**config.mk**
```make
export PLATFORM = sky130hd
export DESIGN_NAME = gold_fill_ctrl
export DESIGN_NICKNAME = d
export VERILOG_FILES = /design/src/rtl/gold_fill_ctrl.sv
export SDC_FILE = /design/constraint.sdc
export NUM_CORES = 1
export LEC_CHECK = 0
export CORE_MARGIN = 10
export CORE_UTILIZATION = 45
export DETAILED_ROUTE_END_ITERATION = 8
export DONT_BUFFER_PORTS = 1
export PLACE_DENSITY = 0.62
export SYNTH_ARGS = -nofsm -noshare
export SYNTH_HDL_FRONTEND = slang
export SYNTH_SLANG_ARGS = --single-unit
```
**constraint.sdc**
```tcl
create_clock -name Clock -period 3.1 [get_ports Clock]
set_input_delay 0.62 -clock Clock [delete_from_list [all_inputs] [get_ports Clock]]
set_output_delay 0.62 -clock Clock [all_outputs]
set_load 0.1 [all_outputs]
```
**src/rtl/gold_fill_ctrl.sv**
```systemverilog
// gold_fill_ctrl: loads a parallel seed into the sub-generator A delay line
// one bit per cycle, then gates its free run and counts chips per epoch.
module gold_fill_ctrl #(
  parameter int FILL_LEN  = 26,
  parameter int CNT_W     = 5,
  parameter int EPOCH_LEN = 1023,
  parameter int EP_W      = 10
) (
  input  logic                Clock,
  input  logic                Reset_n,
  input  logic                Load_Valid,
  input  logic [FILL_LEN-1:0] Seed,
  input  logic                Run,
  output logic                Load_Ready,
  output logic                Enable,
  output logic                Fill_En_A,
  output logic                New_Fill_A,
  output logic                Busy,
  output logic                Fill_Done,
  output logic                Seed_Err,
  output logic [EP_W-1:0]     Chip_Cnt,
  output logic                Epoch
);

  typedef enum logic [1:0] {
    IDLE = 2'd0,
    FILL = 2'd1,
    RUN  = 2'd2
  } state_t;

  localparam logic [CNT_W-1:0] LAST_IDX  = CNT_W'(FILL_LEN - 1);
  localparam logic [EP_W-1:0]  LAST_CHIP = EP_W'(EPOCH_LEN - 1);

  state_t              state_q;
  logic [FILL_LEN-1:0] seed_q;
  logic [CNT_W-1:0]    idx_q;
  logic                fill_en_q;
  logic                new_fill_q;
  logic                fill_done_q;
  logic                seed_err_q;
  logic [EP_W-1:0]     chip_cnt_q;

  logic in_fill;
  logic in_run;
  logic chip;

  assign in_fill = (state_q == FILL);
  assign in_run  = (state_q == RUN);
  // A chip is any RUN cycle with the gate open; the generator shifts on it.
  assign chip    = in_run & Run;

  // Handshake, state and control outputs that depend only on state/Run/count.
  assign Load_Ready = ~in_fill;
  assign Busy       = in_fill;
  assign Enable     = in_fill | chip;
  assign Epoch      = chip & (chip_cnt_q == LAST_CHIP);

  assign Fill_En_A  = fill_en_q;
  assign New_Fill_A = new_fill_q;
  assign Fill_Done  = fill_done_q;
  assign Seed_Err   = seed_err_q;
  assign Chip_Cnt   = chip_cnt_q;

  // Fill/run sequencer with registered fill-side outputs and chip counter.
  always_ff @(posedge Clock or negedge Reset_n) begin
    if (!Reset_n) begin
      state_q     <= IDLE;
      seed_q      <= '0;
      idx_q       <= '0;
      fill_en_q   <= 1'b0;
      new_fill_q  <= 1'b0;
      fill_done_q <= 1'b0;
      seed_err_q  <= 1'b0;
      chip_cnt_q  <= '0;
    end else begin
      fill_done_q <= 1'b0;
      seed_err_q  <= 1'b0;
      case (state_q)
        IDLE, RUN: begin
          // Counting happens first so an accepted load below overrides it.
          if (chip) begin
            chip_cnt_q <= (chip_cnt_q == LAST_CHIP) ? '0 : chip_cnt_q + 1'b1;
          end
          if (Load_Valid) begin
            if (Seed == '0) begin
              // All-zero fill would lock the LFSR; consume it and flag.
              seed_err_q <= 1'b1;
            end else begin
              state_q    <= FILL;
              seed_q     <= Seed;
              idx_q      <= '0;
              chip_cnt_q <= '0;
              fill_en_q  <= 1'b1;
              new_fill_q <= Seed[0];
            end
          end
        end
        FILL: begin
          if (idx_q == LAST_IDX) begin
            state_q     <= RUN;
            fill_en_q   <= 1'b0;
            new_fill_q  <= 1'b0;
            fill_done_q <= 1'b1;
          end else begin
            // The seed register shifts down so bit 1 is always the next bit.
            idx_q      <= idx_q + 1'b1;
            seed_q     <= seed_q >> 1;
            new_fill_q <= seed_q[1];
          end
        end
        default: state_q <= IDLE;
      endcase
    end
  end

endmodule

```
# Word-level counts from Yosys, hierarchy flattened

Cells that the tools add are included.

Output and inout port bits: 18
Word-level logic and storage cells: 59
Flip-flop bits (word level): 47
Input bits: 30

Bitwise gates (word level): 4
Muxes and demuxes: 29
$add $sub $neg: 2
Equal/unequal tests: 8
Reductions and logical operators: 8

Operators by type and width:

| cell                    | count |
|---|---|
| $mux W26                | 3 |
| $pmux W26 S2            | 1 |
| $mux W10                | 4 |
| $logic_not A26 Y1       | 1 |
| $mux W5                 | 3 |
| $mux W1                 | 11 |
| $add A10 B1 Y10 const B | 1 |
| $eq A10 B10 Y1 const B  | 1 |
| $pmux W5 S2             | 1 |
| $reduce_and A4 Y1       | 2 |
| $mux W2                 | 3 |
| $ne A2 B2 Y1 const B    | 3 |
| $reduce_and A3 Y1       | 2 |
| $add A5 B1 Y5 const B   | 1 |
| $eq A5 B5 Y1 const B    | 1 |
| $pmux W1 S2             | 2 |
| $pmux W2 S2             | 1 |
| $and A1 B1 Y1           | 2 |
| $eq A2 B1 Y1 const B    | 1 |
| $eq A2 B2 Y1 const B    | 1 |
| $logic_not A2 Y1        | 1 |
| $ne A2 B1 Y1 const B    | 1 |
| $reduce_bool A2 Y1      | 1 |
| $reduce_or A2 Y1        | 1 |
| 2 further kinds         | 2 |

# Longest topological paths before layout

Gate-level depths: netlist of the first run.

Word-level depth: 5
Mapped depth: 7

# Worst setup path after synthesis of the first run

OpenSTA, ideal clock, no wires.

Path type: register to output
From: register chip_cnt_q[4] (netlist: Chip_Cnt[4])
To: output port Epoch
Data arrival time: 2.591 ns
Stages on the path, launching flop included: 5
Setup slack: -0.111 ns
Data required time: 2.480 ns
Cell sequence: dfrtp_1 -> and4_1 -> nand2_1 -> nor2_1 -> buf_1

Longest elaborated chain between the ends: 2

Ends and longest elaborated chain:

| what                     | line | text |
|---|---|---|
| start: declaration       | 41   | `logic [EP_W-1:0] chip_cnt_q;` |
| start signal: assignment | 82   | `chip_cnt_q <= (chip_cnt_q == LAST_CHIP) ? '0 : chip_cnt_q + 1'b1;` |
| $eq A10 B10 Y1           | 56   | `assign Epoch = chip & (chip_cnt_q == LAST_CHIP);` |
| $and A1 B1 Y1            | 56   |  |
| end: declaration         | 22   | `output logic Epoch` |

Every way passes these cells.

# Worst setup path after layout of the first run

From: register state_q[0]
To: output port Epoch

Longest elaborated chain between the ends: 3

Ends and longest elaborated chain:

| what                     | line | text |
|---|---|---|
| start: declaration       | 34   | `state_t state_q;` |
| start signal: assignment | 67   | `state_q <= IDLE;` |
| start signal: assignment | 89   | `state_q <= FILL;` |
| start signal: assignment | 100  | `state_q <= RUN;` |
| $eq A2 B2 Y1             | 48   | `assign in_run = (state_q == RUN);` |
| $and A1 B1 Y1            | 50   | `assign chip = in_run & Run;` |
| $and A1 B1 Y1            | 56   |  |

Every way passes these cells.

==> results of run 1 <==
-- how the worst max path moves through the flow --
stage | start | to | slack [ns]
floorplan | state_q[1]$_DFFE_PN0P_ | Enable | 0.22
global placement | Seed[10] | Chip_Cnt[9]$_DFFE_PN0N_ | 0.64
detailed placement | Seed[10] | Chip_Cnt[9]$_DFFE_PN0N_ | 0.61
CTS | state_q[0]$_DFFE_PN0P_ | Epoch | 0.73
global route | state_q[0]$_DFFE_PN0P_ | Epoch | 0.65
finish | state_q[0]$_DFFE_PN0P_ | Epoch | 0.74
-- placed cells by master, fill, tap and decap left out, types with 3 or more instances in the layout --
cell	n
mux2_4	18
nor3_1	7
o21ai_0	5
nor4_1	3
xor2_1	8
nand3_1	5
a211oi_1	4
clkbuf_8	5
or3_1	3
mux2_2	7
buf_12	3
nor2_1	7
buf_4	13
ha_1	4
nand4_1	5
dfrtp_1	46
nand2_1	80
inv_1	3
-- routing by layer --
layer / vias to the layer above / track usage (%)
li1: 862 / -
met1: 852 / 15.6
met3: 6 / 5.36
met2: 34 / 20.0
met4: 0 / 3.16
met5: - / 0
-- final cells by class --
class	count	area (um2)
repair buffers	18	178
clock inverters	1	30.0
flip-flops and latches	46	1150
clock buffers	7	76.3
well taps	70	87.6
multi-input cells	184	1230
inverters	4	15.0
fillers	496	2440
-- timing repair --
item	in CTS	in global routing
hold buffers	1	2
endpoints found under the hold margin	12	32
setup endpoints to repair	0	0
-- cell families after synthesis --
logic type      synth area share [%]
compound gates                  6.17
xor+xnor                        3.21
fa+ha+maj                       2.04
buf+inv                         3.21
flops                           46.9
mux                             15.0
simple gates                    23.4
-- state kept, by name, summed over array words and instances (netlist names) --
signal,cells
Chip_Cnt,10
Fill_Done,1
Fill_En_A,1
New_Fill_A,1
Seed_Err,1
idx_q,5
seed_q,25
state_q,2
-- per-stage QoR --
step	hold slack, ns	total power [mW]
2_1_floorplan	0.324	2.14
3_5_place_dp	0.328	2.36
5_1_grt	0.136	2.98
4_1_cts	0.000789	2.81
6_report	0.143	2.78
3_3_place_gp	0.327	2.32
-- power by group --
part           switching, mW  leakage [nW]  internal (mW)  total [mW]
logic                  0.706         0.724          0.614        1.32
registers              0.220         0.592          0.807        1.03
clock network          0.197        0.0524          0.241       0.439
total                   1.12          1.37           1.66        2.78
==> flow_summary.json, run 1 <==
{
  "met2WireLength_mm": 2.51,
  "fin_area_mm2": 0.00277,
  "routedWlPerCell_um": 16.5,
  "maxSlewHeadroom_pct": 24.3,
  "cp_cell_sequence": "and3b_1, nand4_1, nor2_2, buf_12",
  "drive_above_1_share_pct": 22.3,
  "p_leak_nw": 1.37,
  "postCtsSetupBuffers": 0,
  "crit_slowest_cell": "dfrtp_1",
  "tightest_slew_ns": 1.13,
  "skew_ns": 0.00936,
  "setup_ws_ns": 0.737,
  "rows": 26,
  "cts_resized": 0,
  "core_mm2": 0.00520,
  "die_h_um": 93.9,
  "cp.depth": 4,
  "synthArstFlopShare_pct": 100,
  "ioPinCount": 48,
  "grt_pass1_wl_mm": 8.89,
  "dp_hpwl_mm": 3.79,
  "start_util_pct": 47.2,
  "critPathRequiredTime_ns": 2.48,
  "ys_ff_latch": 46,
  "die_area_mm2": 0.00881,
  "path_max_fanout": 7,
  "cp_slowest_stage_delay_ns": 0.45,
  "r2r_slack_ns": 0.88,
  "rsz0062_at_grt": "false",
  "place_ws_ns": 0.611,
  "num_vias": 1754,
  "met3_wirelength_um": 390,
  "fin_crit_sh_pct": 76.2,
  "cp_top_family": "simple AND/OR/NAND/NOR gates",
  "ys_seq_area_share_pct": 46.9,
  "gr-total-overflow": 0,
  "min_period_ns": 2.36,
  "vias_per_cell": 5.32,
  "cp.arrival_ns": 1.74,
  "grt_max_degree": 36,
  "root_buffer": "clkbuf_8",
  "clockBufferDepth": 2,
  "drt_iter0_markers": 67,
  "slew_viol_final": 0,
  "status": "finished, final reports clean",
  "area_growth_pct": 12.7,
  "wirelength_mm": 5.45,
  "wl_met1_mm": 2.50,
  "first_pass_iters": 4,
  "grt_usage_pct": 12.7,
  "powerDensity_mw_per_mm2": 1010,
  "criticalPathCategory": "flip-flop to output port",
  "synth-edff-count": 0,
  "drv_cap": 0,
  "syn_inst": 246,
  "cts_tree": "built",
  "htree_levels": 2,
  "synth.top_cells.by_area": "dfrtp_1 (47%), nand2_1 (12%), mux2_4 (11%)",
  "synth_nets": 280,
  "yosys.area.top_type_share_pct": 46.9,
  "crit_path_end_kind": "output port",
  "critPathBufInv": 1,
  "hold_violations": 0,
  "top_layer": "met4",
  "antenna_found_initial": 0,
  "die_width_um": 93.9,
  "clk_pin_slew_ns": 0.09,
  "drcViolationCount": 0,
  "place_inst": 319,
  "ys_types": 39,
  "ys.flop_type": "dfrtp_1",
  "routabilityCongestion": 0.764,
  "layout.cells.non_filler": 330,
  "insertion_delay_ns": 0.30,
  "cts.sinks": 46,
  "start_kind": "flip-flop",
  "synth_area_mm2": 0.00245,
  "r2r_start": "state_q[1]$_DFFE_PN0P_",
  "numCtsBuffers": 5,
  "port_buffers": 0,
  "synth_common_cells": "nand2_1 (80), dfrtp_1 (46), mux2_4 (18)",
  "r2r-end": "seed_q[8]$_DFFE_PN0P_",
  "ant_nets": 0,
  "yosysTopAreaCell": "dfrtp_1",
  "nNetsFinal": 293,
  "setup_viol": 0,
  "vdd_ir_drop_max_v": 0.000708,
  "final_util_pct": 53.2,
  "grt_pass1_vias": 1809,
  "reg2regPathDepth": 5,
  "yosys.cell_count.top_type": "nand2_1",
  "placed_cell_area_mm2": 0.00262,
  "tns_ns": 0,
  "fmax_mhz": 423,
  "ys_warn_count": 0,
  "syn_area_per_cell_um2": 9.98,
  "n_antenna_cell": 0,
  "hold_path_class": "primary input to async pin"
}
No activity file was read; power rests on OpenSTA's default activity.
==> run 2, diff against run 1 <==
Clock period 3.1 ns to 2.5 ns, I/O delays scaled along.
==> flow_summary.json, run 2 (synthesis results as in run 1) <==
{
  "grtUsageMet1_pct": 16.7,
  "maxSlewHeadroom_pct": 24.1,
  "htree_levels": 2,
  "dp_hpwl_mm": 3.84,
  "ant_nets": 0,
  "insertion_delay_ns": 0.30,
  "wirelength_mm": 5.32,
  "grt_pass1_vias": 1866,
  "antenna_found_initial": 0,
  "routedWlPerCell_um": 15.9,
  "die_h_um": 93.9,
  "hold_violations": 0,
  "layout.cells.non_filler": 334,
  "vias_per_cell": 5.23,
  "n_antenna_cell": 0,
  "cts_tree": "built",
  "grt_usage_pct": 12.8,
  "start_util_pct": 47.2,
  "r2r_slack_ns": 0.34,
  "grt_pass1_wl_mm": 9.11,
  "fmax_mhz": 446,
  "crit_path_end_kind": "output port",
  "postCtsSetupBuffers": 0,
  "cts.sinks": 46,
  "min_period_ns": 2.24,
  "clockBufferDepth": 2,
  "ioPinCount": 48,
  "p_leak_nw": 1.39,
  "nNetsFinal": 297,
  "core_mm2": 0.00520,
  "drt_iter0_markers": 60,
  "top_usage_layer": "met2",
  "fin_crit_sh_pct": 89.7,
  "rsz0062_at_grt": "false",
  "regMostFlops": "seed_q",
  "grt.met3_usage_pct": 3.68,
  "die_width_um": 93.9,
  "gr-total-overflow": 0,
  "area_growth_pct": 13.7,
  "vdd_ir_drop_max_v": 0.000698,
  "setup_viol": 0,
  "use_met2_pct": 19.6,
  "drive_above_1_share_pct": 25.4,
  "root_buffer": "clkbuf_8",
  "rows": 26,
  "start_kind": "flip-flop",
  "port_buffers": 0,
  "drcViolationCount": 0,
  "path_max_fanout": 11,
  "place_inst": 325,
  "grt_max_degree": 47,
  "powerDensity_mw_per_mm2": 1220,
  "slew_viol_final": 0,
  "critPathRequiredTime_ns": 2.00,
  "hold_path_class": "primary input to async pin",
  "final_common_cell": "nand2_1",
  "skew_ns": 0.0103,
  "status": "finished, final reports clean",
  "clk_pin_slew_ns": 0.09,
  "first_pass_iters": 4,
  "fin_hold_ws_ns": 0.0293,
  "numCtsBuffers": 5,
  "cp.arrival_ns": 1.74,
  "p_total_mw": 3.40,
  "die_area_mm2": 0.00881,
  "routabilityCongestion": 0.706,
  "tightest_slew_ns": 1.13,
  "criticalPathCategory": "flip-flop to output port",
  "largest_reg_flops": 25,
  "drv_cap": 0,
  "num_vias": 1746,
  "most-common-layout-cells": "nand2_1 (80), dfrtp_1 (46), buf_4 (19), mux2_4 (18), xor2_1 (8)",
  "final_util_pct": 53.6
}
run 2: layout make-up:
cell class              instances  area, um2
clock buffers                   6       82.6
multi-input cells             184       1230
inverters                       4       15.0
fillers                       488       2410
repair buffers                 22        210
flip-flops and latches         46       1150
well taps                      70       87.6
clock inverters                 2       12.5
run 2: metal layers:
metal  up-vias  part of all wire, %
li1        867                    -
met1       838                   47
met2        33                   46
met3         8                  6.1
met4         0                  1.5
met5         -                    0
run 2: stage by stage:
step	cell area, um2	setup TNS [ns]	worst slack, ns
global route	2790	0	0.129
global placement	2670	0	0.177
detailed placement	2670	0	0.163
floorplan	2460	-0.191	-0.191
CTS	2790	0	0.126
finish	2790	0	0.258
run 2: path summary, 6_finish.rpt:
| kind | start | endpoint | depth (start not counted) |
|---|---|---|---|
| min in group Clock | Seed[25] | seed_q[25]$_DFFE_PN0P_ | 2 |
| worst min-delay path | Reset_n | Chip_Cnt[7]$_DFFE_PN0N_ | 1 |
| worst min register to register | seed_q[9]$_DFFE_PN0P_ | seed_q[9]$_DFFE_PN0P_ | 1 |
| worst max register to register | state_q[0]$_DFFE_PN0P_ | seed_q[7]$_DFFE_PN0P_ | 3 |
| worst max-delay path | state_q[0]$_DFFE_PN0P_ | Epoch | 4 |
| max in group asynchronous | Reset_n | state_q[0]$_DFFE_PN0P_ | 1 |
run 2: where the power goes:
part           total [mW]  internal (mW)  leakage, nW  switching (mW)
Combinational        1.77          0.782        0.748           0.985
Clock               0.477          0.223       0.0472           0.255
Sequential           1.16           1.00        0.592           0.156
Total                3.40           2.01         1.39            1.40
run 2: repair_timing:
| action | CTS | global route |
|---|---|---|
| hold buffers | 1 | 0 |
| endpoints found under the setup margin | 0 | 1 |
| endpoints found under the hold margin | 46 | 0 |
| resized for setup | 0 | 1 |
run 2: critical path, cell delays in order, from the launching register on:
cell and delay (ns):
dfrtp_1 0.45, and3b_2 0.40, nand4_1 0.13, nor2_2 0.23, buf_12 0.22
